### src/rtl/fib_result_monitor.sv
// Passive write-back checker: rebuilds the Fibonacci sequence from two seed loads and
// verifies each computed ALU result, reporting progress, overflow termination or first error.
module fib_result_monitor #(
  parameter logic [7:0]  ADD_OP    = 8'h05,
  parameter int unsigned CARRY_BIT = 0,
  parameter int unsigned COUNT_W   = 8
) (
  input  logic               clk,
  input  logic               reset,
  input  logic               mon_en,
  input  logic [7:0]         alu_op,
  input  logic               immediate_p,
  input  logic [2:0]         dest_reg,
  input  logic [15:0]        alu_bus,
  input  logic [4:0]         flags,
  output logic [COUNT_W-1:0] term_count,
  output logic [15:0]        last_term,
  output logic [2:0]         last_dest,
  output logic               done,
  output logic               fail,
  output logic [1:0]         err_code,
  output logic [15:0]        fail_expected,
  output logic [15:0]        fail_got
);

  localparam logic [2:0] StSeedA = 3'd0;
  localparam logic [2:0] StSeedB = 3'd1;
  localparam logic [2:0] StCheck = 3'd2;
  localparam logic [2:0] StDone  = 3'd3;
  localparam logic [2:0] StFail  = 3'd4;

  localparam logic [1:0] ErrNone    = 2'd0;
  localparam logic [1:0] ErrValue   = 2'd1;
  localparam logic [1:0] ErrOrder   = 2'd2;
  localparam logic [1:0] ErrReseed  = 2'd3;

  logic [2:0]         state_q, state_d;
  logic [15:0]        exp_prev_q, exp_prev_d;
  logic [15:0]        exp_cur_q, exp_cur_d;
  logic [COUNT_W-1:0] term_count_q, term_count_d;
  logic [15:0]        last_term_q, last_term_d;
  logic [2:0]         last_dest_q, last_dest_d;
  logic [1:0]         err_code_q, err_code_d;
  logic [15:0]        fail_expected_q, fail_expected_d;
  logic [15:0]        fail_got_q, fail_got_d;

  logic        add_ev;
  logic        seed_ev;
  logic        comp_ev;
  logic [16:0] sum;
  logic        carry;

  assign add_ev  = mon_en && (alu_op == ADD_OP);
  assign seed_ev = add_ev && immediate_p;
  assign comp_ev = add_ev && !immediate_p;
  assign sum     = {1'b0, exp_prev_q} + {1'b0, exp_cur_q};
  assign carry   = flags[CARRY_BIT];

  always_comb begin
    state_d         = state_q;
    exp_prev_d      = exp_prev_q;
    exp_cur_d       = exp_cur_q;
    term_count_d    = term_count_q;
    last_term_d     = last_term_q;
    last_dest_d     = last_dest_q;
    err_code_d      = err_code_q;
    fail_expected_d = fail_expected_q;
    fail_got_d      = fail_got_q;

    case (state_q)
      StSeedA, StSeedB: begin
        if (seed_ev) begin
          if (state_q == StSeedA) begin
            exp_prev_d = alu_bus;
            state_d    = StSeedB;
          end else begin
            exp_cur_d = alu_bus;
            state_d   = StCheck;
          end
          last_term_d = alu_bus;
          last_dest_d = dest_reg;
        end else if (comp_ev) begin
          state_d         = StFail;
          err_code_d      = ErrOrder;
          fail_expected_d = 16'h0000;
          fail_got_d      = alu_bus;
        end
      end
      StCheck: begin
        if (comp_ev) begin
          if (sum[16] && carry) begin
            state_d = StDone;
          end else if (!sum[16] && !carry && (alu_bus == sum[15:0])) begin
            exp_prev_d  = exp_cur_q;
            exp_cur_d   = alu_bus;
            last_term_d = alu_bus;
            last_dest_d = dest_reg;
            if (term_count_q != '1) begin
              term_count_d = term_count_q + 1'b1;
            end
          end else begin
            state_d         = StFail;
            err_code_d      = ErrValue;
            fail_expected_d = sum[15:0];
            fail_got_d      = alu_bus;
          end
        end else if (seed_ev) begin
          state_d         = StFail;
          err_code_d      = ErrReseed;
          fail_expected_d = exp_cur_q;
          fail_got_d      = alu_bus;
        end
      end
      default: ;  // done / fail are terminal until reset
    endcase
  end

  always_ff @(posedge clk) begin
    if (reset) begin
      state_q         <= StSeedA;
      exp_prev_q      <= '0;
      exp_cur_q       <= '0;
      term_count_q    <= '0;
      last_term_q     <= '0;
      last_dest_q     <= '0;
      err_code_q      <= ErrNone;
      fail_expected_q <= '0;
      fail_got_q      <= '0;
    end else begin
      state_q         <= state_d;
      exp_prev_q      <= exp_prev_d;
      exp_cur_q       <= exp_cur_d;
      term_count_q    <= term_count_d;
      last_term_q     <= last_term_d;
      last_dest_q     <= last_dest_d;
      err_code_q      <= err_code_d;
      fail_expected_q <= fail_expected_d;
      fail_got_q      <= fail_got_d;
    end
  end

  assign term_count    = term_count_q;
  assign last_term     = last_term_q;
  assign last_dest     = last_dest_q;
  assign done          = (state_q == StDone);
  assign fail          = (state_q == StFail);
  assign err_code      = err_code_q;
  assign fail_expected = fail_expected_q;
  assign fail_got      = fail_got_q;

endmodule
### config.mk
export PLATFORM = sky130hd
export DESIGN_NAME = fib_result_monitor
export DESIGN_NICKNAME = d
export VERILOG_FILES = /design/src/rtl/fib_result_monitor.sv
export SDC_FILE = /design/constraint.sdc
export NUM_CORES = 1
export LEC_CHECK = 0
export CORE_MARGIN = 1.5
export CORE_UTILIZATION = 45
export DETAILED_ROUTE_END_ITERATION = 8
export GPL_TIMING_DRIVEN = 0
export PLACE_DENSITY = 0.79
export SLEW_MARGIN = 20
export SYNTH_ARGS = -nofsm -noshare
export SYNTH_HDL_FRONTEND = slang
export SYNTH_SLANG_ARGS = --single-unit
export TNS_END_PERCENT = 20
### constraint.sdc
create_clock -name clk -period 6.4 [get_ports clk]
set_input_delay 1.6 -clock clk [delete_from_list [all_inputs] [get_ports clk]]
set_output_delay 1.6 -clock clk [all_outputs]
set_load 0.02 [all_outputs]
After elaboration in Yosys (flattened, before gate mapping)
Cells that the tools add are included.
- flip-flop bits (word level): 96
- bits in latches: 0
- memory bits (writable): 0
- bits in read-only memories: 0
- bits of input ports: 36
- word-level logic and storage cells: 97
- memories kept: 0
- $add $sub $neg: 2
- $mul: 0
- divide/modulo/power cells: 0
- $lt $le $gt $ge: 0
- equal/unequal tests: 20
- shifts and indexed selects: 0
- mux-type cells: 47
- bitwise gates (word level): 1
- reductions and logical operators: 18
- operator list (cell ; count):
    two-way mux 16 bit ; 22
    case mux 16 bit (2 select lines) ; 5
    two-way mux 3 bit ; 10
    AND reduction 6 bit ; 3
    adder 16 x 16 -> 17 bit ; 1
    == test 16 bit ; 1
    != test 2 bit (second input constant) ; 8
    two-way mux 2 bit ; 7
    != test 3 bit (second input constant) ; 4
    case mux 3 bit (2 select lines) ; 2
    AND reduction 5 bit ; 2
    adder 8 x 1 -> 8 bit (second input constant) ; 1
    == test 8 x 3 -> 1 bit (second input constant) ; 1
    != test 8 bit (second input constant) ; 1
    == test 3 x 2 -> 1 bit (second input constant) ; 2
    logical AND 1 bit ; 6
    != test 4 bit (second input constant) ; 1
    case mux 2 bit (2 select lines) ; 1
    AND reduction 4 bit ; 1
    == test 3 x 1 -> 1 bit (second input constant) ; 1
    == test 3 bit (second input constant) ; 1
    logical NOT 1 bit ; 3
    logical NOT 3 bit ; 1
    nonzero test 2 bit ; 1
    2 further kinds ; 2

Longest topological paths before layout
- depth after elaboration: 8
- gate-level depth with buffers: 14

Worst setup path before layout
Ideal clock, no wire load.
- path type: input to register
- start: input port alu_op[5]
- end: register exp_prev_q[0]
- library setup time: 0.121 ns
- arrival time: 3.883 ns
- data required time: 6.279 ns
- path slack: 2.396 ns
- stages: 9
- buffers on the path: 1
- cells stage by stage: nor4b_1 > nand4b_1 > a211o_1 > a2111oi_0 > nor4b_4 > nand4b_2 > o31ai_2 > buf_6 > mux2_2
- word-level cells in the longest chain between the ends: 5
- RTL lines (what ; RTL line ; RTL):
    start: declaration ; 11 ; input logic [7:0] alu_op,
    == test 8 x 3 -> 1 bit * ; 53 ; assign add_ev = mon_en && (alu_op == ADD_OP);
    logical AND 1 bit * ; 53 ;
    logical AND 1 bit (on tied branches) ; 55, 54 ;
    != test 2 bit (no source line) ; - ;
    AND reduction 6 bit (no source line) * ; - ;
    end signal: assignment ; 131 ; exp_prev_q <= exp_prev_d;
    end: declaration ; 38 ; logic [15:0] exp_prev_q, exp_prev_d;
Every way passes the cells marked *; elsewhere a longest branch is shown, timed or not.
A chain may end at the register's enable or synchronous reset.

Worst setup path in the final report
- start: input port alu_bus[0]
- end: register exp_prev_q[13]
- word-level cells in the longest chain between the ends: 4
- RTL lines (what ; RTL line ; RTL):
    start: declaration ; 14 ; input logic [15:0] alu_bus,
    == test 16 bit ; 93 ; end else if (!sum[16] && !carry && (alu_bus == sum[15:0])) begin
    logical AND 1 bit ; 93 ;
    != test 2 bit (no source line) ; - ;
    AND reduction 6 bit (no source line) ; - ;
Every way passes these cells.

==> reports/results.txt <==
mux contribution to synthesized area: 11.92%
Comb power frac: 6.7%
GR peak layer: met2
layout cells sized above 1: 8.583%
RD Place Congestion: 0.9651
status: completed
Die X: 115.8 um
RSZ-0062 raised after global routing: false
Synth Register Bits: 96
Antenna Cells: 0
compound-gate portion of the synthesized area: 19.77%
global route overflow: 0
Seq/Total Area, Yosys: 33.59%
DRC viols: 0
die height: 115.8 um
GRT met1 Usage: 34.84%
CTS H-Tree Depth: 3
max_cap viols: 0
most numerous cell in the Yosys netlist: dfxtp_1
drt pass-1 iters: 5
Final Hold Viols: 0
period utilization: 74.34%
Net Sw Power: 0.2755 mW
Max Slew Vio Count: 0
vias in the first global route: 5,235
Req. time, crit path: 6.64 ns
Setup CP Type: in -> reg
Mapped Nets: 714
Clock Power Share: 43.6%
Max stage delay on crit path: 0.55 ns
clock-pin transition on the worst setup and hold timing paths: 0.06 ns
Post-Synth Simple-Gate Area: 21.50%
worst skew pair latency: 0.36 ns
leakage: 2.721 nW
mapped cell area: 5722 um^2
CP max-delay cell: clkdlybuf4s50_1
antenna violation net count after detailed routing: 0
Fin Hold WS: 0.4696 ns
Synth top area share: 33.59%
XOR/XNOR share of the synthesized area: 4.570%
Adder-Cell Fraction of Synth Area: 4.067%
Synth Instances: 660
Area growth syn-to-layout: 25.17%
Setup crit end kind: register
Initial Util: 45.71%
1st-iter DRT viols: 367
YS warnings: 0
worst path cell trace: clkdlybuf4s50_1 -> xor2_1 -> nor3_1 -> nand4_1 -> a211o_1 -> a2111oi_0 -> nor4b_4 -> nand4b_2 -> o31ai_2 -> buf_6 -> mux2_2
setup tns final: 0 ns
Total Wirelength: 17,470 um
clk sinks: 96
fin crit period: 4.758 ns
setup repair bufs after CTS: 0
Sw Ratio: 22.90%
root buf cell: clkbuf_16
GRT Util Overall: 27.13%
largest net degree at the start of global routing: 15
Fmax achieved: 210.2 MHz
Tightest Pin Transition: 0.9661 ns
placed wire-length estimate: 13,390 um
vias after detailed routing: 5,375
Setup violations, final: 0
Post-synth ARST share: 0%
Yosys cell types: 73
Core ar.: 12,520 um^2
Yosys top cell by area: dfxtp_1
commonest cells in the netlist: dfxtp_1, a21oi_1, nor2_1
met2 GRT Util: 45.14%
ys flop type: dfxtp_1
Net count, final: 819
row count: 41
Slew Limit Headroom: 35.21%
Worst Path Max Fanout: 10
Avg WL per Cell: 18.56 um
largest family of logic cells by synthesized area: simple AND/OR/NAND/NOR gates
CTS tree: built
global-route wire length before repair: 27,750 um
CTS Hold Bufs: 0
power density cells: 168.0 nW/um^2
Internal Power: 0.9278 mW
Setup Skew: 0.006782 ns
Top Ports: 99
Port Buf Inserts: 94
met3 Use GR: 5.701%
HP Class: reg -> reg
Post-Syn Area per Cell: 8.669 um^2
Sequential Power Share: 49.7%
Vias/cell: 5.712
Post-synth EDFFs: 0
CP Launch Type: input port
clk buf depth: 2
Num CTS Buffers: 9
Die ar.: 13,400 um^2
VDD IR max: 0.1052 mV
CTS resizes: 0
initial antenna violation count: 0
arrival time at the worst endpoint: 5.00 ns
Synth area leaders: dfxtp_1, mux2i_1, nand2b_1
-- registers in the layout, indices dropped and copies added (netlist names) --
register,cells
last_term,16
term_count,8
err_code,2
last_dest,3
fail_got,16
exp_prev_q,16
state_q,3
exp_cur_q,16
fail_expected,16
-- cells in the final DEF, fill, tap and decap left out, types with 4 or more instances in the layout --
cell	count
nand4_1	6
ha_1	17
clkbuf_16	9
mux2i_1	49
nand3_1	23
nor2_1	52
clkdlybuf4s50_1	94
a21oi_1	53
buf_2	9
a21o_1	7
nor3_1	7
nor4b_1	4
o21ai_0	44
nand2_1	35
dfxtp_1	96
o21ai_1	4
o211ai_1	10
clkbuf_1	33
nand2b_1	44
inv_1	11
nor2b_1	24
o31ai_1	14
mux2_2	16
a211o_1	4
xnor3_1	5
xnor2_1	7
xor2_1	10
-- power by group through the flow --
stage	combinational, mW	sequential, mW	clock, mW
2_1_floorplan	0.0372	0.611	0
3_3_place_gp	0.0784	0.611	0
3_5_place_dp	0.0799	0.611	0
4_1_cts	0.0804	0.598	0.530
5_1_grt	0.0862	0.597	0.560
6_report	0.0809	0.598	0.525
-- layout make-up --
cell class | count | area, um^2
clock buffers | 13 | 270.3
plain buffers | 48 | 217.7
flip-flops and latches | 96 | 1922
fillers | 1191 | 5355
clock inverters | 2 | 13.76
well taps | 172 | 215.2
repair buffers | 94 | 940.9
inverters | 12 | 45.04
multi-input cells | 504 | 3537
-- cell families (layout without fill, tap and decap cells) --
kind of cell | count (synthesis) | in the layout
AO/OA/AOI/OAI | 173 | 173
multiplexers | 66 | 66
XOR/XNOR | 22 | 22
adder cells (fa/ha/maj) | 18 | 18
buffers and inverters | 60 | 169
flip-flops | 96 | 96
AND/OR/NAND/NOR | 225 | 225
-- worst max-delay path, delay by kind of cell --
family                    cells  cell delay (ns)
AOI/OAI and AO/OA             3             1.04
and+or+nand+nor               4             0.98
buffers and inverters         2             0.83
muxes                         1             0.35
xor gates and xnor gates      1             0.22
-- per-layer routing --
layer,up-vias,part of all wire [%]
met2,206,47
met3,29,6.0
met1,2564,44
met4,0,2.6
met5,-,0
li1,2576,-
-- metrics by stage --
step	area [um^2]	power (mW)	utilization, %	instances	setup slack (ns)
CTS	7162	1.208	57.22	941	1.647
floorplan	5722	0.6485	-	660	2.396
finish	7162	1.203	57.22	941	1.642
global route	7162	1.243	57.22	941	1.455
detailed placement	6878	0.6911	54.95	926	1.246
global placement	6878	0.6895	54.95	926	1.378
-- path summary, 6_finish.rpt --
path                                  start                     endpoint  slack, ns  cells after the start
setup / recovery                 alu_bus[0]  exp_prev_q[13]$_SDFFE_PP0P_       1.64                     11
hold / removal    last_term[7]$_SDFFE_PP0P_    last_term[7]$_SDFFE_PP0P_       0.47                      2
setup reg to reg  exp_cur_q[0]$_SDFFE_PP0P_  exp_prev_q[13]$_SDFFE_PP0P_       2.24                     13
hold reg to reg   last_term[7]$_SDFFE_PP0P_    last_term[7]$_SDFFE_PP0P_       0.47                      2
Power figures use the tool's default switching activity.
==> RTL edit: new RTL, same flow settings <==
Make the reset (`reset`) asynchronous in one clocked block.
--- a/src/rtl/fib_result_monitor.sv
+++ b/src/rtl/fib_result_monitor.sv
@@ -115,7 +115,7 @@
     endcase
   end
 
-  always_ff @(posedge clk) begin
+  always_ff @(posedge clk or posedge reset) begin
     if (reset) begin
       state_q         <= StSeedA;
       exp_prev_q      <= '0;
Behaviour: differs if reset is asserted again (counterexample within 4 cycles, from zero or initial values and one cycle with reset high); with reset held inactive, the same outputs for 4 cycles.
==> RTL edit against the original RTL <==
- setup slack worse by 0.054 ns
- clock skew about the same
- core utilization is 0.71 points higher
- design area grew 1.7%
- synthesized area increased by 1.0%
- non-clock buffer count shrank 20
- sequential cell count is the same
- total power up 13%
- worst hold slack improved by 0.021 ns
- clock power grew 9.7%
- sequential share of layout area is 6.2 points higher
- routed wire length shrank 11%
- count of clock-buffer cells in the layout shrank 3
- maximum frequency fell by 1.1%
==> RTL edit: results (changes against the original RTL) <==
[status]
status=finished, final reports clean

[global_route]
grt_max_degree=53  ; +38
grt_pass1_wl_microns=24800  ; -11%
antenna_found_initial=0  ; unchanged
grt_usage=0.244  ; -0.0276

[cells_and_area]
n_clock_buffer=10  ; -3
nFillCells=1066  ; -10%
drive_above_1_share=0.153  ; +0.0677
antenna_cells=0  ; unchanged
multiInputCombCellCount=399  ; -21%
buffers=122  ; -14%
n_all_inverters=25  ; +13
clk_share=0.0430  ; +0.00331
buf_share=0.152  ; -0.00986
design.seq.count=96  ; unchanged
multi_input_area_share=0.432  ; -0.0619
fin_cells=830  ; -12%
nets=707  ; -14%
seq_area_sq_um=2400  ; +25%

[yosys]
synthArstFlopShare=1.00  ; +1.00
synth_ff_type=dfrtp_1
yosys-top-cells-area=dfrtp_1 (42%), mux2_2 (11%), mux2_1 (5.1%)
yosysUniqueCellTypes=64  ; -12%
yosysSeqAreaShare=0.416  ; +0.0798
synth_nets=601  ; -16%
ys_top_cells_by_count=dfrtp_1 (96), nand2_1 (63), mux2_2 (57)
syn_inst=547  ; -17%
yosysWarnings=0  ; unchanged

[hold_path]
holdPathEnd=fail_expected[6]
hp-start=fail_expected[6]
hold_path_depth=1  ; -1

[placement]
place_inst=814  ; -12%
dp_hpwl_microns=11400  ; -15%
place.gp.congestion=0.963  ; -0.27%
dp_slack_ns=1.18  ; -0.0611 ns

[sta]
setup_ws_ns=1.59  ; -0.0539 ns
skew_ns=0.00664  ; -0.000144 ns
tightest_slew_ns=0.801  ; -0.165 ns

[pwr]
vdd_drop_max_uv=147  ; +40%
p_leak_uw=0.00338  ; +24%

[critical_path]
worstSetupEndpoint=last_term[2]
slowest_stage=clkdlybuf4s50_1
r2r_slack_ns=2.08  ; -0.16 ns
slowest_delay_ns=0.62  ; +0.07 ns
critical_path.top_delay_family=buffers and inverters
worstPathArrival_ns=5.05  ; +0.05 ns
startpoint=alu_bus[6]
r2r-start=exp_cur_q[0]

[detailed_routing]
first_pass_iters=6  ; +1
vias=4724  ; -12%
drt_iter0_markers=360  ; -1.9%
routed_wl_microns=15600  ; -11%

[clocking]
clockRootBuffer=clkbuf_16
path_clk_slew_ns=0.07
clock_latency_ns=0.35
cts_buffer_depth=2  ; unchanged

## RTL edit: through the flow
stage / hold slack, ns / area (sq um)
after floorplan: 0.515 / 5780
after global placement: 0.473 / 6940
after detailed placement: 0.481 / 6970
after CTS: 0.495 / 7280
after global routing: 0.508 / 7280
final: 0.491 / 7280
## RTL edit: routing by layer
layer | up-vias | global-route usage | wire [microns]
met2 | 148 | 0.411 | 7700
li1 | 2201 | - | -
met5 | - | 0 | 0
met1 | 2347 | 0.304 | 6490
met3 | 28 | 0.0560 | 966
met4 | 0 | 0.0976 | 420
## RTL edit: logic make-up (layout without fill, tap and decap cells)
group / after synthesis / in the layout / synth area share
xor+xnor: 37 / 37 / 0.0608
buf+inv: 52 / 163 / 0.0401
simple gates: 147 / 147 / 0.129
mux: 93 / 93 / 0.179
flops: 96 / 96 / 0.416
compound gates: 104 / 104 / 0.135
fa+ha+maj: 18 / 18 / 0.0403
## RTL edit: power breakdown
part           switching, uW  internal [uW]  total, uW
registers               7.41            618        626
clock network            235            341        576
logic                   90.3           67.0        157
